===== src/rtl/wb_pkg.sv =====
// wb_pkg: shared types for the MEM->WB skid register.
//   - default datapath widths
//   - write-back select encodings
//   - control state enum
//   - payload struct carried through both slots
//   - wb_mux(): result selection applied to the head entry
package wb_pkg;
  localparam int WB_XLEN    = 32;
  localparam int WB_RADDR_W = 5;
  localparam int WB_WBSEL_W = 2;

  localparam logic [WB_WBSEL_W-1:0] WB_MEM = 2'd0;
  localparam logic [WB_WBSEL_W-1:0] WB_ALU = 2'd1;
  localparam logic [WB_WBSEL_W-1:0] WB_PC4 = 2'd2;

  typedef enum logic [1:0] {
    EMPTY = 2'd0,
    ONE   = 2'd1,
    TWO   = 2'd2
  } wb_state_e;

  typedef struct packed {
    logic                  RegWEn;
    logic [WB_WBSEL_W-1:0] WBSel;
    logic [WB_XLEN-1:0]    PCPlus4;
    logic [WB_RADDR_W-1:0] rd;
    logic [WB_XLEN-1:0]    Alu_out;
    logic [WB_XLEN-1:0]    Data_Load;
  } payload_t;

  // Encoding 3 is unused and yields zero.
  function automatic logic [WB_XLEN-1:0] wb_mux(input payload_t p);
    case (p.WBSel)
      WB_MEM:  wb_mux = p.Data_Load;
      WB_ALU:  wb_mux = p.Alu_out;
      WB_PC4:  wb_mux = p.PCPlus4;
      default: wb_mux = '0;
    endcase
  endfunction
endpackage


===== src/rtl/wb_stage_skid_reg_slot.sv =====
// wb_slot_reg: one storage slot (payload + valid bit).
//   clk, reset : clock, async active-high reset (payload and valid -> 0)
//   load       : capture d, set valid
//   clr        : clear valid, payload holds
//   d / q      : payload in / out
//   vld        : slot valid
// The payload only changes on load, so an emptied slot keeps its last contents.
module wb_slot_reg
  import wb_pkg::*;
(
  input  logic     clk,
  input  logic     reset,
  input  logic     load,
  input  logic     clr,
  input  payload_t d,
  output payload_t q,
  output logic     vld
);
  payload_t pl_q, pl_d;
  logic     vld_q, vld_d;

  always_comb begin
    pl_d  = load ? d : pl_q;
    vld_d = vld_q;
    if (clr)       vld_d = 1'b0;
    else if (load) vld_d = 1'b1;
  end

  always_ff @(posedge clk or posedge reset) begin
    if (reset) begin
      pl_q  <= '0;
      vld_q <= 1'b0;
    end else begin
      pl_q  <= pl_d;
      vld_q <= vld_d;
    end
  end

  assign q   = pl_q;
  assign vld = vld_q;
endmodule


===== src/rtl/wb_stage_skid_reg.sv =====
// wb_stage_skid_reg: MEM->WB pipeline register with a 2-entry skid buffer.
//   clk, reset          : clock, async active-high reset
//   in_valid / in_ready : MEM-side handshake; in_ready depends only on state and reset
//   flush               : drop every held entry on the next edge
//   *_in                : instruction payload from MEM
//   out_valid/out_ready : register-file-side handshake on the head entry
//   RegWEn_out, rd_out  : register-file write enable / address (x0 writes suppressed)
//   wb_data             : selected write-back value of the head entry
// Slot M always drives the outputs; slot S catches the one entry that arrives while
// M is stalled, so in_ready can be taken from a flop rather than from out_ready.
module wb_stage_skid_reg
  import wb_pkg::*;
#(
  parameter int XLEN    = WB_XLEN,
  parameter int RADDR_W = WB_RADDR_W,
  parameter int WBSEL_W = WB_WBSEL_W
) (
  input  logic               clk,
  input  logic               reset,
  input  logic               in_valid,
  output logic               in_ready,
  input  logic               flush,
  input  logic               RegWEn_in,
  input  logic [WBSEL_W-1:0] WBSel_in,
  input  logic [XLEN-1:0]    PCPlus4_in,
  input  logic [RADDR_W-1:0] rd_in,
  input  logic [XLEN-1:0]    Alu_out_in,
  input  logic [XLEN-1:0]    Data_Load_in,
  output logic               out_valid,
  input  logic               out_ready,
  output logic               RegWEn_out,
  output logic [RADDR_W-1:0] rd_out,
  output logic [XLEN-1:0]    wb_data
);
  wb_state_e state_q, state_d;
  payload_t  in_pl, m_pl, s_pl, m_din;
  logic      m_vld, s_vld;
  logic      m_load, m_clr, m_from_s, s_load, s_clr;
  logic      accept, drain;

  assign in_pl = '{RegWEn: RegWEn_in, WBSel: WBSel_in, PCPlus4: PCPlus4_in,
                   rd: rd_in, Alu_out: Alu_out_in, Data_Load: Data_Load_in};

  assign in_ready  = (state_q != TWO) & ~reset;
  assign out_valid = m_vld;
  assign accept    = in_valid & in_ready;
  assign drain     = m_vld & out_ready;

  always_comb begin
    state_d  = state_q;
    m_load   = 1'b0;
    m_clr    = 1'b0;
    m_from_s = 1'b0;
    s_load   = 1'b0;
    s_clr    = 1'b0;
    if (flush) begin
      // Flush wins over any accept; a same-cycle drain is simply overtaken.
      m_clr   = 1'b1;
      s_clr   = 1'b1;
      state_d = EMPTY;
    end else begin
      case (state_q)
        EMPTY: if (accept) begin
          m_load  = 1'b1;
          state_d = ONE;
        end
        ONE: begin
          if (accept && drain) begin
            m_load = 1'b1;
          end else if (accept) begin
            s_load  = 1'b1;
            state_d = TWO;
          end else if (drain) begin
            m_clr   = 1'b1;
            state_d = EMPTY;
          end
        end
        TWO: if (drain) begin
          m_load   = 1'b1;
          m_from_s = 1'b1;
          s_clr    = 1'b1;
          state_d  = ONE;
        end
        default: state_d = EMPTY;
      endcase
    end
    m_din = m_from_s ? s_pl : in_pl;
  end

  always_ff @(posedge clk or posedge reset) begin
    if (reset) state_q <= EMPTY;
    else       state_q <= state_d;
  end

  wb_slot_reg u_slot_m (
    .clk(clk), .reset(reset), .load(m_load), .clr(m_clr),
    .d(m_din), .q(m_pl), .vld(m_vld)
  );

  wb_slot_reg u_slot_s (
    .clk(clk), .reset(reset), .load(s_load), .clr(s_clr),
    .d(in_pl), .q(s_pl), .vld(s_vld)
  );

  // s_vld mirrors state TWO; kept for visibility in waveforms.
  logic s_vld_unused;
  assign s_vld_unused = s_vld;

  assign RegWEn_out = m_pl.RegWEn & m_vld & (m_pl.rd != '0);
  assign rd_out     = m_pl.rd;
  assign wb_data    = wb_mux(m_pl);
endmodule


===== config.mk =====
export PLATFORM = sky130hd
export DESIGN_NAME = wb_stage_skid_reg
export DESIGN_NICKNAME = d
export VERILOG_FILES = /design/src/rtl/wb_pkg.sv /design/src/rtl/wb_stage_skid_reg_slot.sv /design/src/rtl/wb_stage_skid_reg.sv
export SDC_FILE = /design/constraint.sdc
export NUM_CORES = 1
export LEC_CHECK = 0
export ABC_CLOCK_PERIOD_IN_PS = 8800
export BUFFER_PORTS_ARGS = -buffer_cell sky130_fd_sc_hd__buf_2
export CORE_ASPECT_RATIO = 0.8
export CORE_MARGIN = 3
export CORE_UTILIZATION = 62
export CTS_CLUSTER_SIZE = 10
export DETAILED_ROUTE_END_ITERATION = 10
export PLACE_DENSITY = 0.91
export SYNTH_ARGS = -nofsm -noshare
export SYNTH_HDL_FRONTEND = slang
export SYNTH_HIERARCHICAL = 1
export SYNTH_SLANG_ARGS = --single-unit
export TNS_END_PERCENT = 50

===== constraint.sdc =====
create_clock -name clk -period 8.8 [get_ports clk]
set_input_delay 1.76 -clock clk [delete_from_list [all_inputs] [get_ports clk]]
set_output_delay 1.76 -clock clk [all_outputs]
set_load 0.05 [all_outputs]

# After elaboration in Yosys (flattened, before gate mapping)
# Index checks and enable logic that the tools add are counted.
dict set report op_classes {
  eq_ne 9
  mux 25
  bitwise 6
  n_reduce_logical 6
}
# operator count
set ops {}
lappend ops {{$mux 104} 1}
lappend ops {{$pmux 32 s3} 1}
lappend ops {{$mux 1} 15}
lappend ops {{$mux 2} 6}
lappend ops {{$ne 3x3->1 const B} 3}
lappend ops {{$pmux 2 s3} 1}
lappend ops {{$and 1x1->1} 5}
lappend ops {{$reduce_bool 5->1} 1}
lappend ops {{$eq 2x1->1 const B} 2}
lappend ops {{$eq 2x2->1 const B} 2}
lappend ops {{$logic_not 2->1} 2}
lappend ops {{$ne 4x4->1 const B} 1}
lappend ops {{$reduce_and 4->1} 1}
lappend ops {{$pmux 1 s3} 1}
lappend ops {{$ne 2x2->1 const B} 1}
lappend ops {{$reduce_bool 2->1} 1}
lappend ops {{$logic_and 1x1->1} 1}
lappend ops {{$not 1->1} 1}
dict set report word_totals {
  register_bits 211
  input_bits 109
  out_inout_bits 40
  word_cells 60
}

# Logic depth before layout (Yosys ltp)
# Gate-level depths: netlist of the first run.
dict set report logic_depth {
  ltp_word 9
  depth_mapped 7
  ltp_nobuf 4
}

# Cells and area by module
# The synthesis of the first run kept the hierarchy.
# mod instances cells_per_inst area_each_um2 seq_area_each_um2
set modules_own_cells {}
lappend modules_own_cells {wb_slot_reg 2 223 4100.2 2627.5}
lappend modules_own_cells {wb_stage_skid_reg 1 248 2429.8 50.0}

# Worst setup path before layout of the first run
# No wires, ideal clock.
dict set report synth_timing {
  path_type {input -> output}
  start {input reset}
  end {output in_ready}
  arrival_ps 2260
  required_time_ps 7040
  slack_ps 4780
  cell_stages 2
  path_buffers 0
  cell_sequence {inv_1 -> and2_1}
}
dict set report synth_between {
  elab_chain_cells 2
}
# item line
set synth_rtl {}
lappend synth_rtl {{from (decl)} wb_stage_skid_reg.sv:19} ;# input logic reset,
lappend synth_rtl {{$not 1->1} wb_stage_skid_reg.sv:44} ;# assign in_ready = (state_q != TWO) & ~reset;
lappend synth_rtl {{$and 1x1->1} wb_stage_skid_reg.sv:44}
lappend synth_rtl {{to (decl)} wb_stage_skid_reg.sv:21} ;# output logic in_ready,
# Every way passes these cells.

# Worst setup path after layout of the first run
dict set report layout_timing {
  start {input reset}
  end {register u_slot_m.pl_q (netlist bit u_slot_m/q[19])}
}
dict set report layout_between {
  elab_chain_cells 7
  elab_cells_between_ends 8
  classes_between {mux (4); bitwise (3); reduce/logical (1)}
}
# item line
set layout_rtl {}
lappend layout_rtl {{$not 1->1 (*)} wb_stage_skid_reg.sv:44}
lappend layout_rtl {{$and 1x1->1 (*)} wb_stage_skid_reg.sv:44}
lappend layout_rtl {{$and 1x1->1 (*)} wb_stage_skid_reg.sv:46} ;# assign accept = in_valid & in_ready;
lappend layout_rtl {{$logic_and 1x1->1} wb_stage_skid_reg.sv:68} ;# if (accept && drain) begin
lappend layout_rtl {{$mux 1} wb_stage_skid_reg.sv:68}
lappend layout_rtl {{$pmux 1 s3 (*)} wb_stage_skid_reg.sv:62} ;# case (state_q)
lappend layout_rtl {{$mux 1 (*)} wb_stage_skid_reg.sv:56} ;# if (flush) begin
lappend layout_rtl {{named net m_load} wb_stage_skid_reg.sv:38} ;# logic m_load, m_clr, m_from_s, s_load, s_clr;
lappend layout_rtl {{to (signal assigned)} wb_stage_skid_reg_slot.sv:34} ;# pl_q <= pl_d;
lappend layout_rtl {{to (decl)} wb_stage_skid_reg_slot.sv:19} ;# payload_t pl_q, pl_d;
# Mark *: on every way through the listed nets, which the timed path passes. The rest lies on a longest branch.
# A chain may end at the register's enable or synchronous reset.

==> results of run 1 <==
==> worst max path at each step <==
stage,end,slack [ns],cells past startpoint
3_3_place_gp,u_slot_m/q[13],4.16,7
6_report,u_slot_m/q[19],4.61,7
3_5_place_dp,u_slot_m/q[12],4.12,7
4_1_cts,u_slot_m/q[12],4.63,7
5_1_grt,u_slot_m/q[19],4.50,7
2_1_floorplan,u_slot_m/q[0],4.28,1
==> flip-flops by register name, summed over array words and instances, names as in the netlist <==
register and count:
state_q 2, u_slot_m/q 104, u_slot_m/vld 1, u_slot_s/q 104
==> report_power, final <==
group	switching (mW)	internal, mW	total (mW)
Combinational	0.517	0.433	0.950
Clock	0.359	0.502	0.861
Sequential	0.158	1.25	1.41
==> layer usage <==
layer | wire, um | GRT usage, % | share of wire, % | vias up
met1 | 9610 | 30.5 | 45 | 3113
met5 | 34 | 0 | 0.16 | -
met4 | 294 | 4.38 | 1.4 | 6
met3 | 1020 | 4.93 | 4.7 | 31
met2 | 10600 | 39.5 | 49 | 131
li1 | - | - | - | 2745
==> through the flow <==
step	utilization (%)	hold WS, ns	cells	setup WS (ns)	cell area, sq um
floorplan	-	0.475	691	4.28	10600
global placement	67.8	0.483	1023	4.16	11300
detailed placement	67.8	0.490	1023	4.12	11300
CTS	71.6	0.504	1051	4.63	11900
global route	71.6	0.511	1051	4.50	11900
finish	71.6	0.502	1051	4.61	11900
==> worst reg2reg max path: cells and delay by family (launching register included) <==
family	cells	cell delay (ns)
multiplexers	1	0.45
buffers and inverters	2	1.50
flip-flops	1	0.55
AND/OR/NAND/NOR	1	0.37
AO/OA/AOI/OAI	2	0.32
==> area by class of cell <==
class,count,area (sq um),area share (%)
Sequential cell,211,5280,44.3
Tap cell,220,275,2.31
Timing Repair Buffer,158,816,6.84
Clock inverter,1,8.76,0.0734
Inverter,3,16.3,0.136
Multi-Input combinational cell,431,4900,41.1
Clock buffer,27,633,5.31
==> load_flow_metrics.sql, run 1 <==
INSERT INTO impl_metrics (metric_group, metric, value, unit) VALUES
('run_status', 'run_status', 'finished clean', ''),
('critical_path', 'startpoint', 'reset', ''),
('clocking', 'clock_tree.root_cell', 'sky130_fd_sc_hd__clkbuf_16', ''),
('grt', 'grt_pass1_wl', '34700', 'um'),
('place', 'port_buffers', '148', ''),
('clocking', 'cts_inserted_buffers', '25', ''),
('grt', 'first_global_vias', '6596', ''),
('critical_path', 'cp_num_buf_inv', '3', ''),
('clocking', 'cts-resized-gates', '0', ''),
('worst_hold_path', 'hold_end', 'u_slot_s/q[42]', ''),
('floorplanning', 'floorplan.die_area', '18700', 'sq um'),
('worst_hold_path', 'hp-class', 'flip-flop to flip-flop', ''),
('worst_hold_path', 'whs_path_depth', '1', ''),
('critical_path', 'timing.critical_path.arrival', '4.57', 'ns'),
('logic_synthesis', 'netlist_area', '10600', 'sq um'),
('floorplanning', 'chipHeight', '123', 'um'),
('critical_path', 'crit-reg2reg-capture', 'u_slot_m/q[19]', ''),
('finish', 'final_cell_mix', 'sky130_fd_sc_hd__dfrtp_1 (210), sky130_fd_sc_hd__mux2_4 (158), sky130_fd_sc_hd__mux2_2 (154)', ''),
('timing', 'final-max-slew-violation-count', '0', ''),
('logic_synthesis', 'syn_avg_cell_area', '15.3', 'sq um'),
('timing', 'setup_viol_count_final', '0', ''),
('critical_path', 'path_common_cell', 'sky130_fd_sc_hd__buf_4', ''),
('clocking', 'clk_path_buf_depth', '3', ''),
('worst_hold_path', 'min_from', 'u_slot_s/q[42]', ''),
('logic_synthesis', 'syn_nets', '800', ''),
('routing', 'number_of_nets_with_antenna_violations_after_routing', '0', ''),
('grt', 'gr-usage-all-layers', '22.8', '%'),
('critical_path', 'startpoint_type', 'input pin', ''),
('finish', 'final.fill_count', '1094', ''),
('place', 'gpl.final_weighted_congestion', '0.791', ''),
('critical_path', 'r2r_start', 'u_slot_m/vld', ''),
('critical_path', 'worstPathMaxFanout', '57', ''),
('timing', 'min_period_over_period', '47.6', '%'),
('job', 'max_cap_viol_count', '0', ''),
('clocking', 'clock_sinks', '211', ''),
('clocking', 'cts.hold.buffers_added', '0', ''),
('clocking', 'clkSlewWorstSetupHoldPaths', '0.06', 'ns'),
('timing', 'finalHoldViolations', '0', ''),
('routing', 'initialDrtViolationCount', '220', ''),
('critical_path', 'cp_top_family', 'buffers and inverters', ''),
('clocking', 'insertion_delay', '0.50', 'ns'),
('clocking', 'cts-htree-levels', '1', ''),
('routing', 'routed_vias_inst', '5.73', ''),
('timing', 'grt_setup_unrepaired', 'no', ''),
('finish', 'area.growth.synth_to_final', '12.7', '%'),
('finish', 'count_of_antenna_diodes_in_the_layout', '0', ''),
('floorplanning', 'die_w', '152', 'um'),
('timing', 'headroom_to_the_max_slew_limit', '35.8', '%'),
('clocking', 'cts_tree', 'yes', ''),
('routing', 'dr_total_vias', '6026', ''),
('grt', 'grt_start_max_net_pins', '61', ''),
('grt', 'grt-ovfl-total', '0', ''),
('clocking', 'cts_setup_buffers', '0', ''),
('timing', 'clock_skew', '0.00835', 'ns'),
('critical_path', 'endpoint_kind', 'flip-flop', ''),
('critical_path', 'worstSetupPathType', 'input pin to flip-flop', ''),
('place', 'detailedPlacementHpwl', '13600', 'um'),
('critical_path', 'regToRegSetupSlack', '5.48', 'ns'),
('routing', 'detail_route.wl_per_cell', '20.5', 'um'),
('logic_synthesis', 'yosys_warnings', '6', ''),
('power_and_ir_drop', 'power', '3.22', 'mW'),
('routing', 'wl', '21500', 'um'),
('floorplanning', 'top_level_ports', '149', ''),
('timing', 'final_period_minus_worst_setup_slack', '4.19', 'ns'),
('critical_path', 'crit_path_top_delay_cell', 'sky130_fd_sc_hd__buf_4', ''),
('critical_path', 'r2r.worst_path.cells', '6', ''),
('timing', 'max_slew.worst_pin.slew', '0.963', 'ns'),
('critical_path', 'critical-path-max-stage-delay', '0.87', 'ns'),
('logic_synthesis', 'synthesis.instances', '691', ''),
('finish', 'drive_above_1_share', '60.8', '%'),
('finish', 'mostFrequentLayoutCell', 'sky130_fd_sc_hd__dfrtp_1', '');
Power figures use the tool's default switching activity.
==> run 2, diff against run 1 <==
--- a/config.mk
+++ b/config.mk
@@ -5,14 +5,15 @@
 export SDC_FILE = /design/constraint.sdc
 export NUM_CORES = 1
 export LEC_CHECK = 0
-export ABC_CLOCK_PERIOD_IN_PS = 8800
+export ABC_AREA = 1
+export ABC_CLOCK_PERIOD_IN_PS = 4300
 export BUFFER_PORTS_ARGS = -buffer_cell sky130_fd_sc_hd__buf_2
 export CORE_ASPECT_RATIO = 0.8
 export CORE_MARGIN = 3
-export CORE_UTILIZATION = 62
+export CORE_UTILIZATION = 58
 export CTS_CLUSTER_SIZE = 10
 export DETAILED_ROUTE_END_ITERATION = 10
-export PLACE_DENSITY = 0.91
+export PLACE_DENSITY = 0.87
 export SYNTH_ARGS = -nofsm -noshare
 export SYNTH_HDL_FRONTEND = slang
 export SYNTH_HIERARCHICAL = 1
==> constraint.sdc (replaced) <==
create_clock -name clk -period 4.3 [get_ports clk]
set_input_delay 0.86 -clock clk [delete_from_list [all_inputs] [get_ports clk]]
set_output_delay 0.86 -clock clk [all_outputs]
set_load 0.05 [all_outputs]
==> run 2 against run 1 <==
Effect of this change:
- register-to-register slack lost 3.8 ns
- final cell count grew 66%
- sequential share of layout area rose by 1.1 points
- non-clock buffer count is 7 higher
- critical path depth shrank 1
- synthesized cell count grew 110%
- final area shrank 2.5%
- combinational power grew 84%
- global-route usage increased by 7.0 points
- setup slack worse by 3.8 ns
- utilization down 4.9 points
- clock skew rose by 0.012 ns
- largest power group unchanged
==> load_flow_metrics.sql, run 2 <==
INSERT INTO impl_metrics (metric_group, metric, value, unit) VALUES
('grt', 'grt_pass1_wl', '47500', 'um'),
('clocking', 'clk_path_buf_depth', '3', ''),
('timing', 'fin_setup_tns', '0', 'ns'),
('finish', 'finish.instance_area', '11600', 'sq um'),
('clocking', 'cts_tree', 'yes', ''),
('critical_path', 'regToRegSetupSlack', '1.67', 'ns'),
('critical_path', 'endpoint_kind', 'primary output', ''),
('clocking', 'insertion_delay', '0.51', 'ns'),
('critical_path', 'worstSetupPathType', 'flip-flop to primary output', ''),
('timing', 'finalHoldViolations', '0', ''),
('floorplanning', 'die_w', '156', 'um'),
('finish', 'area.growth.synth_to_final', '12.1', '%'),
('clocking', 'cts-htree-levels', '1', ''),
('worst_hold_path', 'hp-class', 'input pin to asynchronous set/reset pin', ''),
('clocking', 'cts.hold.buffers_added', '0', ''),
('floorplanning', 'core', '17400', 'sq um'),
('logic_synthesis', 'yosys_warnings', '6', ''),
('finish', 'drive_above_1_share', '13.4', '%'),
('place', 'gpl.final_weighted_congestion', '0.943', ''),
('timing', 'fmaxAchievable', '284', 'MHz'),
('routing', 'post-route-drc-count', '0', ''),
('routing', 'drt_pre_antenna_iters', '6', ''),
('grt', 'globalRouteMet1Util', '43.8', '%'),
('logic_synthesis', 'netlist_area', '10400', 'sq um'),
('finish', 'mostFrequentLayoutCell', 'sky130_fd_sc_hd__nand2_1', ''),
('finish', 'count_of_antenna_diodes_in_the_layout', '0', ''),
('timing', 'setup_viol_count_final', '0', ''),
('critical_path', 'worstPathMaxFanout', '33', ''),
('timing', 'min_period_over_period', '81.9', '%'),
('critical_path', 'critical_path_required', '3.44', 'ns'),
('clocking', 'clkSlewWorstSetupHoldPaths', '0.06', 'ns'),
('timing', 'grt_setup_unrepaired', 'no', ''),
('clocking', 'clock_tree.root_cell', 'sky130_fd_sc_hd__clkbuf_16', ''),
('critical_path', 'cp-endpoint', 'wb_data[12]', ''),
('critical_path', 'startpoint_type', 'flip-flop', ''),
('routing', 'dr_total_vias', '9788', ''),
('grt', 'grtUsageMet2', '43.8', '%'),
('timing', 'final-max-slew-violation-count', '0', ''),
('timing', 'clock_skew', '0.0201', 'ns'),
('timing', 'max_slew.worst_pin.slew', '1.16', 'ns'),
('timing', 'headroom_to_the_max_slew_limit', '22.8', '%'),
('place', 'port_buffers', '148', ''),
('critical_path', 'r2r_start', 'u_slot_m/vld', ''),
('power_and_ir_drop', 'pwr_density_cell', '554', 'nW/um^2'),
('grt', 'gr-usage-met3', '7.45', '%'),
('critical_path', 'r2r.worst_path.cells', '7', ''),
('place', 'placed_area', '11000', 'sq um'),
('logic_synthesis', 'synthesis.instances', '1418', ''),
('power_and_ir_drop', 'power', '6.44', 'mW'),
('timing', 'postLayoutSetupSlackWorst', '0.780', 'ns'),
('finish', 'final_cell_mix', 'sky130_fd_sc_hd__nand2_1 (871), sky130_fd_sc_hd__dfrtp_1 (211), sky130_fd_sc_hd__buf_2 (148)', ''),
('clocking', 'clock_sinks', '211', ''),
('place', 'dp_slack', '1.36', 'ns'),
('routing', 'number_of_nets_with_antenna_violations_after_routing', '0', ''),
('power_and_ir_drop', 'worst_ir_drop_vdd', '0.303', 'mV'),
('clocking', 'cts_setup_buffers', '0', ''),
('place', 'detailedPlacementHpwl', '19000', 'um'),
('critical_path', 'timing.critical_path.arrival', '2.66', 'ns'),
('floorplanning', 'start_util', '59.5', '%'),
('clocking', 'cts_inserted_buffers', '25', ''),
('floorplanning', 'top_level_ports', '149', ''),
('run_status', 'run_status', 'finished clean', ''),
('grt', 'first_global_vias', '8993', ''),
('grt', 'gr-usage-all-layers', '29.9', '%'),
('job', 'max_cap_viol_count', '0', ''),
('routing', 'initialDrtViolationCount', '1274', ''),
('floorplanning', 'fp-row-count', '43', ''),
('grt', 'grt-ovfl-total', '0', ''),
('routing', 'wl', '29600', 'um'),
('grt', 'grt_start_max_net_pins', '106', ''),
('finish', 'layout.nets', '1626', ''),
('critical_path', 'startpoint', 'u_slot_m/q[101]', ''),
('grt', 'globalRoute.busiestLayer', 'met1', ''),
('routing', 'detail_route.wl_per_cell', '17.0', 'um'),
('finish', 'final.fill_count', '1457', ''),
('floorplanning', 'floorplan.die_area', '19500', 'sq um'),
('clocking', 'cts-resized-gates', '0', ''),
('timing', 'final_period_minus_worst_setup_slack', '3.52', 'ns'),
('finish', 'finalCoreUtilization', '66.7', '%'),
('grt', 'antenna_violations_before_repair', '3', ''),
('logic_synthesis', 'syn_avg_cell_area', '7.32', 'sq um'),
('power_and_ir_drop', 'p_leak', '6.68', 'nW'),
('logic_synthesis', 'syn_nets', '1527', ''),
('critical_path', 'crit-reg2reg-capture', 'u_slot_m/q[25]', ''),
('routing', 'routed_vias_inst', '5.62', ''),
('floorplanning', 'chipHeight', '126', 'um');
run 2: cell type report:
type / count / area, sq um / area share [%]
Inverter: 48 / 188 / 1.61
Tap cell: 225 / 282 / 2.42
Clock inverter: 1 / 8.76 / 0.0753
Timing Repair Buffer: 165 / 893 / 7.68
Multi-Input combinational cell: 1066 / 4350 / 37.4
Sequential cell: 211 / 5280 / 45.4
Clock buffer: 26 / 629 / 5.41
run 2: layer usage:
layer	up-vias	routed length (um)
li1	4558	-
met2	580	13100
met5	-	41
met4	6	1190
met1	4565	12100
met3	79	3100
run 2: how the worst min path moves through the flow:
| stage | cells past startpoint | slack [ns] | endpoint | start |
|---|---|---|---|---|
| 2_1_floorplan | 2 | 0.44 | u_slot_m/q[102] | u_slot_m/q[102] |
| 3_3_place_gp | 2 | 0.45 | u_slot_s/q[21] | u_slot_s/q[21] |
| 3_5_place_dp | 2 | 0.46 | u_slot_s/q[37] | u_slot_s/q[37] |
| 4_1_cts | 2 | 0.30 | state_q[1] | reset |
| 5_1_grt | 2 | 0.31 | state_q[0] | reset |
| 6_report | 2 | 0.31 | state_q[1] | reset |
run 2: per-stage QoR:
step | hold WS, ns | std cells
4_1_cts | 0.301 | 1742
2_1_floorplan | 0.440 | 1418
5_1_grt | 0.312 | 1742
3_5_place_dp | 0.459 | 1715
6_report | 0.309 | 1742
3_3_place_gp | 0.453 | 1715
run 2: power breakdown:
group	internal (mW)	leakage [nW]	switching, mW
logic	0.483	3.68	1.27
clock network	1.02	0.314	0.746
registers	2.57	2.68	0.355
run 2: critical path, stage by stage, from the launching register on:
cell and delay, ns:
sky130_fd_sc_hd__dfrtp_1 0.40, sky130_fd_sc_hd__inv_1 0.06, sky130_fd_sc_hd__buf_4 0.30, sky130_fd_sc_hd__or2_1 0.69, sky130_fd_sc_hd__buf_4 0.32, sky130_fd_sc_hd__o211ai_1 0.12, sky130_fd_sc_hd__buf_2 0.23
